$ cat config.mk
export PLATFORM = sky130hd
export DESIGN_NAME = extmem_rdbuf
export DESIGN_NICKNAME = d
export VERILOG_FILES = /design/src/rtl/extmem_pkg.sv /design/src/rtl/sync_fifo.sv /design/src/rtl/extmem_rdbuf.sv
export SDC_FILE = /design/constraint.sdc
export NUM_CORES = 1
export LEC_CHECK = 0
export ABC_AREA = 1
export BUFFER_PORTS_ARGS = -buffer_cell sky130_fd_sc_hd__clkbuf_2
export CAP_MARGIN = 40
export CORE_MARGIN = 4
export CORE_UTILIZATION = 60
export CTS_CLUSTER_DIAMETER = 80
export DETAILED_ROUTE_END_ITERATION = 8
export PLACE_DENSITY = 0.82
export SETUP_SLACK_MARGIN = 0.5
export SYNTH_ARGS = -nofsm -noshare
export SYNTH_HDL_FRONTEND = slang
export SYNTH_SLANG_ARGS = --single-unit
$ cat constraint.sdc
create_clock -name clk_out -period 2.6 [get_ports clk_out]
set_input_delay 0.13 -clock clk_out [delete_from_list [all_inputs] [get_ports clk_out]]
set_output_delay 0.13 -clock clk_out [all_outputs]
set_load 0.03 [all_outputs]
$ cat src/rtl/extmem_pkg.sv
// Shared constants and the pixel word layout for the external-memory read buffer.
// Latency and backpressure are defined by the blocks that import this package.
package extmem_pkg;

   localparam logic [15:0] MAX_PIXADDR = 16'hFFFF;

   localparam int DEF_DATA_W  = 8;
   localparam int DEF_DEPTH   = 16;
   localparam int DEF_HOLD_HI = 12;
   localparam int DEF_HOLD_LO = 4;

   // Buffered word: start-of-frame tag in the MSB above the pixel data.
   typedef struct packed {
      logic                  sof;
      logic [DEF_DATA_W-1:0] data;
   } pix_word_t;

endpackage

$ cat src/rtl/sync_fifo.sv
// First-word-fall-through FIFO: head visible 1 cycle after a push into an empty FIFO.
// Push while full is dropped (push_drop) unless a pop happens on the same edge.
module sync_fifo #(
   parameter int WIDTH = 9,
   parameter int DEPTH = 16
) (
   input  logic                     clk_out,
   input  logic                     reset_n,
   input  logic                     push,
   input  logic [WIDTH-1:0]         wr_dat,
   input  logic                     pop,
   output logic                     rd_vld,
   output logic [WIDTH-1:0]         rd_dat,
   output logic [$clog2(DEPTH):0]   level,
   output logic [$clog2(DEPTH):0]   level_nxt,
   output logic                     push_drop
);

   localparam int AW = $clog2(DEPTH);
   localparam int LW = AW + 1;

   logic [WIDTH-1:0] mem_q [DEPTH];
   logic [WIDTH-1:0] mem_d [DEPTH];
   logic [AW-1:0]    wr_ptr_q, wr_ptr_d;
   logic [AW-1:0]    rd_ptr_q, rd_ptr_d;
   logic [LW-1:0]    level_q, level_d;
   logic             empty, full, do_push, do_pop;

   always_comb begin
      empty    = (level_q == '0);
      full     = (level_q == LW'(DEPTH));
      do_pop   = pop & ~empty;
      // A pop on the same edge frees the slot the push writes into.
      do_push  = push & (~full | do_pop);
      wr_ptr_d = wr_ptr_q;
      rd_ptr_d = rd_ptr_q;
      level_d  = level_q;
      if (do_push) wr_ptr_d = wr_ptr_q + AW'(1);
      if (do_pop)  rd_ptr_d = rd_ptr_q + AW'(1);
      case ({do_push, do_pop})
         2'b10:   level_d = level_q + LW'(1);
         2'b01:   level_d = level_q - LW'(1);
         default: level_d = level_q;
      endcase
   end

   always_comb begin
      mem_d = mem_q;
      if (do_push) mem_d[wr_ptr_q] = wr_dat;
   end

   always_ff @(posedge clk_out) begin
      mem_q <= mem_d;
   end

   always_ff @(posedge clk_out or negedge reset_n) begin
      if (!reset_n) begin
         wr_ptr_q <= '0;
         rd_ptr_q <= '0;
         level_q  <= '0;
      end else begin
         wr_ptr_q <= wr_ptr_d;
         rd_ptr_q <= rd_ptr_d;
         level_q  <= level_d;
      end
   end

   // Head is forced to zero while empty so nothing stale leaks out, including during reset.
   always_comb begin
      rd_vld    = ~empty;
      rd_dat    = empty ? '0 : mem_q[rd_ptr_q];
      level     = level_q;
      level_nxt = level_d;
      push_drop = push & full & ~do_pop;
   end

endmodule

$ cat src/rtl/extmem_rdbuf.sv
// Captures external RAM read data into a FWFT pixel FIFO; head valid 1 cycle after capture.
// hold back-pressures the memory controller with HOLD_HI/HOLD_LO hysteresis; optional EXTMEM_RDBUF_OVF_EN adds a sticky overflow flag.
module extmem_rdbuf
   import extmem_pkg::*;
#(
   parameter int DATA_W  = DEF_DATA_W,
   parameter int DEPTH   = DEF_DEPTH,
   parameter int HOLD_HI = DEF_HOLD_HI,
   parameter int HOLD_LO = DEF_HOLD_LO
) (
   input  logic                    clk_out,
   input  logic                    reset_n,
   input  logic                    rwn,
   input  logic                    ce_n,
   input  logic                    oe_n,
   input  logic [15:0]             addr,
   input  logic [DATA_W-1:0]       dq_in,
   output logic                    hold,
   output logic [DATA_W-1:0]       pix_data,
   output logic                    pix_sof,
   output logic                    pix_valid,
   input  logic                    pix_ready,
   output logic                    frame_done,
   output logic [$clog2(DEPTH):0]  fifo_level,
   output logic                    ovf,
   input  logic                    ovf_clr
);

   localparam int LW = $clog2(DEPTH) + 1;

   logic              cap;
   logic [DATA_W:0]   wr_word;
   logic [DATA_W:0]   rd_word;
   logic              rd_vld;
   logic [LW-1:0]     level, level_nxt;
   logic              push_drop;
   logic              hold_q, hold_d;
   logic              frame_done_q, frame_done_d;

   // oe_n is low for exactly one rising edge per read, so no edge detect is needed.
   always_comb begin
      cap     = rwn & ~ce_n & ~oe_n & ~hold_q;
      wr_word = {(addr == 16'h0000), dq_in};
   end

   sync_fifo #(
      .WIDTH (DATA_W + 1),
      .DEPTH (DEPTH)
   ) u_fifo (
      .clk_out   (clk_out),
      .reset_n   (reset_n),
      .push      (cap),
      .wr_dat    (wr_word),
      .pop       (pix_ready),
      .rd_vld    (rd_vld),
      .rd_dat    (rd_word),
      .level     (level),
      .level_nxt (level_nxt),
      .push_drop (push_drop)
   );

   // Hysteresis is evaluated on the post-edge level so hold lands on the same edge.
   always_comb begin
      hold_d = hold_q;
      if (int'(level_nxt) >= HOLD_HI)      hold_d = 1'b1;
      else if (int'(level_nxt) <= HOLD_LO) hold_d = 1'b0;
      frame_done_d = cap & (addr == MAX_PIXADDR);
   end

   always_ff @(posedge clk_out or negedge reset_n) begin
      if (!reset_n) begin
         hold_q       <= 1'b0;
         frame_done_q <= 1'b0;
      end else begin
         hold_q       <= hold_d;
         frame_done_q <= frame_done_d;
      end
   end

`ifdef EXTMEM_RDBUF_OVF_EN
   logic ovf_q, ovf_d;

   always_comb begin
      ovf_d = ovf_q;
      if (ovf_clr)   ovf_d = 1'b0;
      if (push_drop) ovf_d = 1'b1;
   end

   always_ff @(posedge clk_out or negedge reset_n) begin
      if (!reset_n) ovf_q <= 1'b0;
      else          ovf_q <= ovf_d;
   end

   assign ovf = ovf_q;
`else
   logic unused_ovf;
   assign unused_ovf = ovf_clr ^ push_drop;
   assign ovf        = 1'b0;
`endif

   always_comb begin
      hold       = hold_q;
      pix_valid  = rd_vld;
      pix_sof    = rd_word[DATA_W];
      pix_data   = rd_word[DATA_W-1:0];
      frame_done = frame_done_q;
      fifo_level = level;
   end

endmodule

==> results.cfg <==
[run_status]
run_status = complete, no violations

[timing]
worst_pin_slew_ns = 0.7269
final.min_clock_period_ns = 2.567
min_period_over_period_pct = 98.72
hold_viol_final = 0
slew_viol_final = 0
slew-limit-headroom_pct = 51.54
rsz0062_at_grt = true
fmax_ghz = 0.3896
setup_viol = 0
finClkSkew_ns = 0.01192

[worst_hold_path]
hold_class = in2reg
worstHoldPathCells = 4
holdPathEnd = u_fifo.rd_ptr_q[0]$_DFFE_PN0P_
hold_start = pix_ready

[die]
start_util_pct = 62.17
die_h_microns = 114.9
die_area_sq_um = 13200
coreArea_sq_um = 11030
die-width_microns = 114.9
pin_count = 49
rows = 38

[clock_tree]
cts_tree = done
clkSlewWorstSetupHoldPaths_ns = 0.06
cts_sinks = 159
root_buffer = clkbuf_16
numCtsBuffers = 17
htreeDepth = 4
cts_buffer_depth = 2
clk_latency_ns = 0.44

[critical_path]
rrSetupSlack_ns = 0.22
r2r_start = u_fifo.level[3]$_DFF_PN0_
critPathSlowestCell = dfrtp_2
cp_max_fo = 7
crit_family = compound AO/OA/AOI/OAI gates
r2r_end = hold$_DFFE_PN0P_
crit_path_cell_trace = clkbuf_16 -> buf_12 -> buf_16 -> o21ai_1 -> nor2_1 -> o31ai_1 -> a21oi_1 -> buf_4
crit_path_end_kind = output port
cp_num_buf_inv = 4
max_stage_delay_ns = 0.49
worst_setup_path_start_kind = register
critPathKind = reg2out
cp.arrival_ns = 2.44
rr_worst_depth = 18
required_ns = 2.47

[yosys]
synth_top_cell_area_share_pct = 63.05
synth_cell_types = 29
ys_warn_count = 0
synthTopCellsByArea = edfxtp_1, nand2_1, dfrtp_1
synth_area_sq_um = 6858
yosysTopAreaCell = edfxtp_1
ys_seq_area_share_pct = 68.53
synth_nets = 658
ys_ff_latch = 159
netlist_instances = 619
synth_area_per_cell_sq_um = 11.08

[drt]
vias_per_cell = 6.685
drtIter0Drc = 835
ant_nets = 0
drt_wl_total_microns = 23000
post-route-drc-count = 0
wl_per_cell_microns = 26.56
first_pass_iters = 6
vias = 5789

[cells_and_area]
nNetsFinal = 753
post_route_cells_drive_above_1_share_pct = 36.23
fin_area_sq_um = 9215
num-fill-cells = 510
regArea_sq_um = 4706
diodes = 0
syn_to_final_growth_pct = 34.37
multi_input_comb_area_sq_um = 2487
fin_cells = 866

[global_route]
grt_pass1_wl_microns = 29770
antenna_found_initial = 0
overflow = 0
grtUsageTotal_pct = 30.89
first_global_vias = 5560
grt_max_degree = 45

[power_and_ir_drop]
total_power_mw = 11.64
leakage_nw = 3.525
max-vdd-ir-drop_uv = 830.9
power.density_nw_per_um2 = 1263

[placement]
dpl.hpwl_microns = 9599
gp_congestion = 0.8332
dp_cells = 787
placed_area_sq_um = 7229
numPortBuffers = 46

[job]
cap_violations = 0
[synth_stat cells (all sizes together)]
| master | n |
|---|---|
| nor4 | 3 |
| nand3 | 49 |
| buf | 24 |
| and2 | 1 |
| xor2 | 6 |
| a21oi | 47 |
| nand4 | 5 |
| xnor2 | 1 |
| clkinv | 1 |
| inv | 32 |
| nand2 | 169 |
| conb | 1 |
| or2 | 1 |
| ha | 8 |
| nor2 | 60 |
| edfxtp | 144 |
| nor3 | 2 |
| o31ai | 18 |
| o21ai | 27 |
| dfrtp | 15 |
| clkbuf | 5 |
[sequential cells by signal, indices dropped and copies added, names as in the netlist]
signal / cells
frame_done: 1
u_fifo.wr_ptr_q: 4
u_fifo.level: 5
u_fifo.mem_q: 144
u_fifo.rd_ptr_q: 4
hold: 1
[cells by family (layout without fill, tap and decap cells)]
logic type | Yosys count | in the layout | synth area share [%]
other | 1 | 1 | 0.05468
DFF | 159 | 159 | 68.53
buffers and inverters | 62 | 169 | 4.397
xor gates and xnor gates | 7 | 7 | 0.8940
and+or+nand+nor | 290 | 290 | 17.30
adders and majority gates | 8 | 8 | 1.460
AOI/OAI and AO/OA | 92 | 92 | 7.371
[cell type report]
class,count,share of cell area (%)
repair inverters,1,0.09504
well taps,140,1.901
multi-input cells,398,26.99
clock buffers,17,4.616
clock inverters,14,2.091
flip-flops and latches,159,51.07
inverters,33,1.575
repair buffers,104,11.66
[per-stage QoR]
step           utilization, %  TNS, ns  setup slack, ns  hold slack (ns)
2_1_floorplan               -        0           0.2219          -0.1656
3_3_place_gp            65.54        0           0.3026          0.07738
3_5_place_dp            65.54        0           0.1502          0.08239
4_1_cts                 76.59        0           0.3193          0.09114
5_1_grt                 83.54  -0.1658          -0.1267           0.1200
6_report                83.54        0          0.03338           0.1222
[cell usage in the layout (no fill, tap or decap), types with 5 or more instances in the layout]
master,synthesis,final
a21oi_1,47,16
a21oi_2,0,25
a21oi_4,0,6
buf_12,0,6
buf_16,0,5
buf_4,1,33
buf_6,6,8
clkbuf_16,0,26
clkbuf_2,1,37
dfrtp_1,15,10
dfrtp_2,0,5
edfxtp_1,144,144
ha_1,8,5
inv_1,27,23
nand2_1,168,140
nand2_2,1,21
nand2_4,0,8
nand3_1,49,33
nand3_2,0,14
nand4_1,5,5
nor2_1,60,43
nor2_2,0,15
o21ai_0,23,8
o21ai_1,4,13
o31ai_2,0,9
o31ai_4,0,6
xor2_1,6,6
[worst max-delay path by stage]
stage | start | end | slack [ns] | depth (start not counted)
after floorplan | u_fifo.level[0]$_DFF_PN0_ | hold$_DFFE_PN0P_ | 0.22 | 18
after global placement | u_fifo.level[0]$_DFF_PN0_ | hold$_DFFE_PN0P_ | 0.30 | 18
after detailed placement | u_fifo.level[0]$_DFF_PN0_ | hold$_DFFE_PN0P_ | 0.15 | 18
after CTS | u_fifo.rd_ptr_q[0]$_DFFE_PN0P_ | pix_data[6] | 0.32 | 9
after global routing | u_fifo.rd_ptr_q[0]$_DFFE_PN0P_ | pix_data[3] | -0.13 | 8
final | u_fifo.rd_ptr_q[0]$_DFFE_PN0P_ | pix_data[7] | 0.03 | 8
[timing repair]
item,4_1_cts,5_1_grt
resized for setup,84,121
cloned,5,10
pin swaps,29,55
hold endpoints to repair,16,0
setup buffers,18,11
hold buffers,4,0
endpoints found under the setup margin,122,14
[report_power, final]
| part | switching, mW | internal (mW) | total (mW) |
|---|---|---|---|
| Sequential | 0.235 | 2.92 | 3.15 |
| Clock | 1.08 | 1.60 | 2.68 |
| Combinational | 3.54 | 2.26 | 5.80 |
| Total | 4.85 | 6.78 | 11.6 |
[metal layers]
metal	GRT usage (%)	vias up	routed length [microns]
li1	-	2351	-
met1	35.42	2735	7324
met2	53.43	552	11280
met3	7.474	151	2871
met4	16.67	0	1524
met5	0	-	0
[tightest hold or removal path, cell delays in order]
cell,delay [ns]
clkbuf_2,0.11
nand2_2,0.10
buf_4,0.12
xor2_1,0.05
Power figures use the tool's default switching activity.
